===== src/rtl/key_event_gen_if.sv =====
// key_event_gen_if
// Bundles the raw key pins and the event outputs of key_event_gen.
//   key_in        : raw key pins, 0 = pressed (driven by the board/master side)
//   key_level     : debounced level, 1 = pressed
//   press_pulse   : 1-cycle pulse on accepted press
//   release_pulse : 1-cycle pulse on accepted release
//   short_pulse   : 1-cycle pulse on release of a press that never went long
//   long_pulse    : 1-cycle pulse when the hold time reaches the long threshold
// The slave modport is the key_event_gen side; master is the pin/consumer side.
interface key_event_gen_if #(
    parameter int NUM_KEYS = 2
);
    logic [NUM_KEYS-1:0] key_in;
    logic [NUM_KEYS-1:0] key_level;
    logic [NUM_KEYS-1:0] press_pulse;
    logic [NUM_KEYS-1:0] release_pulse;
    logic [NUM_KEYS-1:0] short_pulse;
    logic [NUM_KEYS-1:0] long_pulse;

    modport master (
        output key_in,
        input  key_level,
        input  press_pulse,
        input  release_pulse,
        input  short_pulse,
        input  long_pulse
    );

    modport slave (
        input  key_in,
        output key_level,
        output press_pulse,
        output release_pulse,
        output short_pulse,
        output long_pulse
    );
endinterface


===== src/rtl/key_event_gen.sv =====
// key_event_gen
// Push-button front end: per key, a 2-flop synchroniser, a stability-counter
// debouncer and a small press/hold FSM that emit registered single-cycle
// press, release, short-press and long-press events.
//   clk   : system clock, all logic on the rising edge
//   rst_n : synchronous active-low reset
//   kif   : key_event_gen_if slave (key_in in; key_level and pulses out)
// Parameters:
//   NUM_KEYS    : number of independent key channels
//   DEB_CYCLES  : stable cycles needed to accept a level change (>= 2)
//   LONG_CYCLES : hold cycles before a long event (> DEB_CYCLES)
module key_event_gen #(
    parameter int NUM_KEYS    = 2,
    parameter int DEB_CYCLES  = 1000000,
    parameter int LONG_CYCLES = 50000000
) (
    input  logic            clk,
    input  logic            rst_n,
    key_event_gen_if.slave  kif
);

    localparam int CW = $clog2(DEB_CYCLES);
    localparam int HW = $clog2(LONG_CYCLES);
    localparam logic [CW-1:0] DEB_MAX  = CW'(DEB_CYCLES - 1);
    localparam logic [HW-1:0] LONG_MAX = HW'(LONG_CYCLES - 1);

    localparam logic [1:0] IDLE = 2'd0;
    localparam logic [1:0] HELD = 2'd1;
    localparam logic [1:0] LONG = 2'd2;

    for (genvar i = 0; i < NUM_KEYS; i++) begin : g_ch
        logic          sync1;
        logic          sync_n;
        logic [CW-1:0] cnt;
        logic          level;
        logic [1:0]    state;
        logic [HW-1:0] hold;
        logic          press_q;
        logic          release_q;
        logic          short_q;
        logic          long_q;
        logic          differ;
        logic          accept;

        // sync_n is active-low; compare its pressed sense with the debounced level
        assign differ = (~sync_n) != level;
        // accept is the cycle the level flips; the FSM reacts on the same edge so
        // the pulse lines up with the key_level change
        assign accept = differ && (cnt == DEB_MAX);

        always_ff @(posedge clk) begin
            if (!rst_n) begin
                sync1     <= 1'b1;
                sync_n    <= 1'b1;
                cnt       <= '0;
                level     <= 1'b0;
                state     <= IDLE;
                hold      <= '0;
                press_q   <= 1'b0;
                release_q <= 1'b0;
                short_q   <= 1'b0;
                long_q    <= 1'b0;
            end else begin
                sync1  <= kif.key_in[i];
                sync_n <= sync1;

                if (!differ) begin
                    cnt <= '0;
                end else if (accept) begin
                    cnt   <= '0;
                    level <= ~level;
                end else begin
                    cnt <= cnt + 1'b1;
                end

                press_q   <= 1'b0;
                release_q <= 1'b0;
                short_q   <= 1'b0;
                long_q    <= 1'b0;

                case (state)
                    IDLE: begin
                        if (accept) begin
                            state   <= HELD;
                            press_q <= 1'b1;
                            hold    <= '0;
                        end
                    end
                    HELD: begin
                        // release takes priority over a long threshold on the same edge
                        if (accept) begin
                            state     <= IDLE;
                            release_q <= 1'b1;
                            short_q   <= 1'b1;
                        end else if (hold == LONG_MAX) begin
                            state  <= LONG;
                            long_q <= 1'b1;
                        end else begin
                            hold <= hold + 1'b1;
                        end
                    end
                    LONG: begin
                        if (accept) begin
                            state     <= IDLE;
                            release_q <= 1'b1;
                        end
                    end
                    default: state <= IDLE;
                endcase
            end
        end

        assign kif.key_level[i]     = level;
        assign kif.press_pulse[i]   = press_q;
        assign kif.release_pulse[i] = release_q;
        assign kif.short_pulse[i]   = short_q;
        assign kif.long_pulse[i]    = long_q;
    end

endmodule


===== src/flat_wrapper.sv =====
// flat-port wrapper written by rule: the top's interface ports become plain ports
module key_event_gen_flat 
#(
    parameter int NUM_KEYS    = 2,
    parameter int DEB_CYCLES  = 1000000,
    parameter int LONG_CYCLES = 50000000
)
  (clk, rst_n, kif_key_in, kif_key_level, kif_press_pulse, kif_release_pulse, kif_short_pulse, kif_long_pulse);
  key_event_gen_if #(.NUM_KEYS(NUM_KEYS)) kif_i ();
  input  logic clk;
  input  logic rst_n;
  input wire logic [$bits(kif_i.key_in)-1:0] kif_key_in;
  output wire logic [$bits(kif_i.key_level)-1:0] kif_key_level;
  output wire logic [$bits(kif_i.press_pulse)-1:0] kif_press_pulse;
  output wire logic [$bits(kif_i.release_pulse)-1:0] kif_release_pulse;
  output wire logic [$bits(kif_i.short_pulse)-1:0] kif_short_pulse;
  output wire logic [$bits(kif_i.long_pulse)-1:0] kif_long_pulse;
  assign kif_i.key_in = kif_key_in;
  assign kif_key_level = kif_i.key_level;
  assign kif_press_pulse = kif_i.press_pulse;
  assign kif_release_pulse = kif_i.release_pulse;
  assign kif_short_pulse = kif_i.short_pulse;
  assign kif_long_pulse = kif_i.long_pulse;
  key_event_gen #(.NUM_KEYS(NUM_KEYS), .DEB_CYCLES(DEB_CYCLES), .LONG_CYCLES(LONG_CYCLES)) u_core (.clk(clk), .rst_n(rst_n), .kif(kif_i));
endmodule

===== config.mk =====
export PLATFORM = sky130hd
export DESIGN_NAME = key_event_gen_flat
export DESIGN_NICKNAME = d
export VERILOG_FILES = /design/src/rtl/key_event_gen_if.sv /design/src/rtl/key_event_gen.sv /design/src/flat_wrapper.sv
export SDC_FILE = /design/constraint.sdc
export NUM_CORES = 1
export LEC_CHECK = 0
export CORE_MARGIN = 2
export CORE_UTILIZATION = 30
export CTS_BUF_LIST = sky130_fd_sc_hd__clkbuf_8
export CTS_CLUSTER_SIZE = 16
export DETAILED_ROUTE_END_ITERATION = 16
export PLACE_DENSITY_LB_ADDON = 0.15
export SLEW_MARGIN = 10
export SYNTH_ARGS = -nofsm -noshare
export SYNTH_HDL_FRONTEND = slang
export SYNTH_SLANG_ARGS = --single-unit

===== constraint.sdc =====
create_clock -name clk -period 2.8 [get_ports clk]
set_clock_uncertainty 0.2 [all_clocks]
set_input_delay 0.56 -clock clk [delete_from_list [all_inputs] [get_ports clk]]
set_output_delay 0.56 -clock clk [all_outputs]
set_load 0.01 [all_outputs]

==> results.sh <==
export IMPL_clk_pin_slew_ns=0.12
export IMPL_period_share=0.8954
export IMPL_fin_crit_ns=2.507
export IMPL_ys_warn_count=0
export IMPL_drive_above_1_share=0.09810
export IMPL_p_sw_frac=0.2453
export IMPL_ys_ff_latch=110
export IMPL_internal_power_mw=1.943
export IMPL_io_pins=14
export IMPL_ys_seq_area_frac=0.3831
export IMPL_grtUsageTotal=0.1497
export IMPL_yosys_area_top_type="dfxtp_1"
export IMPL_cts_tree="built"
export IMPL_die_area_mm2=0.02028
export IMPL_cts_htree_levels=3
export IMPL_start_kind="flip-flop"
export IMPL_seq_power_share=0.609
export IMPL_powerDensity_mw_per_mm2=406.6
export IMPL_synth_area_top_cells="dfxtp_1, nand3_1, nor2_1"
export IMPL_yosysMostFrequentCell="dfxtp_1"
export IMPL_clockRootBuffer="clkbuf_8"
export IMPL_vdd_drop_max_mv=0.1948
export IMPL_hold_buffers=0
export IMPL_hp_class="reg -> reg"
export IMPL_grt_pass1_vias=4726
export IMPL_p_switching_mw=0.6316
export IMPL_routed_wl_mm=14.54
export IMPL_setup_viol=0
export IMPL_port_buffers=13
export IMPL_drt_iter0_drc=314
export IMPL_syn_cell_area_mm2=0.005748
export IMPL_synth_edf_count=0
export IMPL_yosysTopAreaCellShare=0.3831
export IMPL_place_congestion=0.8326
export IMPL_rsz0062_at_grt="false"
export IMPL_grt_max_degree=29
export IMPL_syn_num_nets=681
export IMPL_required_ns=2.89
export IMPL_cts_sinks=110
export IMPL_arrival_ns=2.60
export IMPL_fin_setup_tns_ns=0
export IMPL_end_kind="flip-flop"
export IMPL_std_cell_rows=50
export IMPL_start_util=0.3063
export IMPL_insertion_delay_ns=0.39
export IMPL_maxCapViolations=0
export IMPL_vias=5068
export IMPL_nets=692
export IMPL_grt_pass1_wl_mm=24.49
export IMPL_drc=0
export IMPL_avgRoutedWirePerCell_um=15.85
export IMPL_comb_power_share=0.022
export IMPL_p_clk_frac=0.369
export IMPL_max_clock_path_buffers=2
export IMPL_postCtsResizedCells=0
export IMPL_synthArstFlopShare=0
export IMPL_fp_dieH_um=142.4
export IMPL_netlist_top_cells_count="dfxtp_1, nor2_1, nand2_1"
export IMPL_avgSynthCellArea_um2=8.618
export IMPL_die_w_um=142.4
export IMPL_worst_path_max_fanout=6
export IMPL_tightest_slew_ns=0.6124
export IMPL_viasPerCell=5.527
export IMPL_final_max_slew_viol_count=0
export IMPL_whs_ns=0.2330
export IMPL_max_freq_mhz=398.8
export IMPL_hold_violations=0
export IMPL_yosysUniqueCellTypes=77
export IMPL_antennaDiodeCount=0
export IMPL_core_area_mm2=0.01877
export IMPL_cts_buffers=9
export IMPL_synthToLayoutAreaGrowth_pct=10.14
export IMPL_hpwl_mm=10.15
export IMPL_detail_route_antenna_nets=0
export IMPL_ys_flop_type="dfxtp_1"
export IMPL_worstSetupPathType="reg -> reg"
export IMPL_grt_overflow_total=0
export IMPL_antenna_found_initial=0
export IMPL_maxSlewHeadroom=0.5886
export IMPL_drtPass1Iterations=5
export IMPL_status="complete, no violations"
export IMPL_p_leak_nw=2.041
export IMPL_synth_cells=667
export IMPL_cts_setup_buffers=0
-- layout by cell type, fill, tap and decap left out, types with 6 or more instances in the layout --
master	Yosys	final
and4_1	11	11
nand2_1	53	53
inv_1	15	16
o31ai_1	6	6
nand4_1	27	27
buf_4	12	25
ha_1	10	10
a41oi_1	13	13
clkdlybuf4s50_1	0	13
nor3_1	16	16
o21ai_0	13	13
a21oi_1	14	14
dfxtp_1	110	110
xnor2_1	17	17
or4_1	11	11
a31oi_1	25	25
nor4_1	14	14
nand2b_1	17	17
clkbuf_8	0	10
nand3_1	48	48
xor2_1	23	23
nor2_1	64	64
mux2i_1	13	13
and3_1	17	17
-- kinds of logic after synthesis --
logic type | Yosys count | share of synthesized area
DFF | 110 | 0.3831
muxes | 13 | 0.02264
AOI/OAI and AO/OA | 116 | 0.1465
xor gates and xnor gates | 40 | 0.06095
buffers and inverters | 56 | 0.05420
and+or+nand+nor | 322 | 0.3108
adders and majority gates | 10 | 0.02177
-- per-stage QoR --
step / setup WS [ns] / instances / utilization / total power, mW / instance area [um2]
floorplan: 0.5827 / 667 / - / 1.639 / 5748
global placement: 0.2497 / 901 / 0.3275 / 1.661 / 6147
detailed placement: 0.1480 / 901 / 0.3275 / 1.663 / 6147
CTS: 0.3019 / 917 / 0.3373 / 2.626 / 6331
global route: 0.1143 / 917 / 0.3373 / 2.684 / 6331
finish: 0.2928 / 917 / 0.3373 / 2.574 / 6331
-- state kept, by name, indices dropped and copies added, names as in the netlist --
name / flops
u_core.g_ch.short_q: 2
u_core.g_ch.hold: 52
u_core.g_ch.release_q: 2
u_core.g_ch.press_q: 2
u_core.g_ch.sync_n: 2
u_core.g_ch.sync1: 2
u_core.g_ch.long_q: 2
u_core.g_ch.level: 2
u_core.g_ch.state: 4
u_core.g_ch.cnt: 40
-- power groups by stage --
stage          clock, mW  combinational [mW]  sequential [mW]
2_1_floorplan          0              0.0342             1.60
3_3_place_gp           0              0.0558             1.60
3_5_place_dp           0              0.0577             1.60
4_1_cts            0.999              0.0576             1.57
5_1_grt             1.05              0.0628             1.57
6_report           0.949              0.0568             1.57
-- path summary, 6_finish.rpt --
check                            end                    from  slack [ns]  cells past startpoint
min            u_core.g_ch[1].sync_n    u_core.g_ch[1].sync1        0.23                      1
max          u_core.g_ch[1].hold[15]  u_core.g_ch[1].hold[1]        0.29                      7
min reg2reg    u_core.g_ch[1].sync_n    u_core.g_ch[1].sync1        0.23                      1
max reg2reg  u_core.g_ch[1].hold[15]  u_core.g_ch[1].hold[1]        0.29                      7
-- per-layer routing --
metal  GRT usage  vias to the layer above  routed length, um  share of wire
li1            -                     2492                  -              -
met5           0                        -                  0              0
met4     0.03908                        0                161          0.011
met1      0.2019                     2451               7002           0.48
met3     0.03668                       18                587          0.040
met2      0.2400                      107               6786           0.47
-- critical path: stages, from the launching register on --
cell and delay, ns:
dfxtp_1 0.41, ha_1 0.24, nand3_1 0.16, nand4bb_1 0.28, o31ai_2 0.51, buf_4 0.23, o31ai_1 0.08, a221oi_1 0.30
-- layout make-up --
class                   count  area (um2)
well taps                 234       292.8
inverters                  16       60.06
fillers                  1933       12440
clock buffers              10       137.6
multi-input cells         501        3234
flip-flops and latches    110        2202
repair buffers             40       357.8
clock inverters             6       46.29
Note: power is estimated with default switching activity, not from simulation.
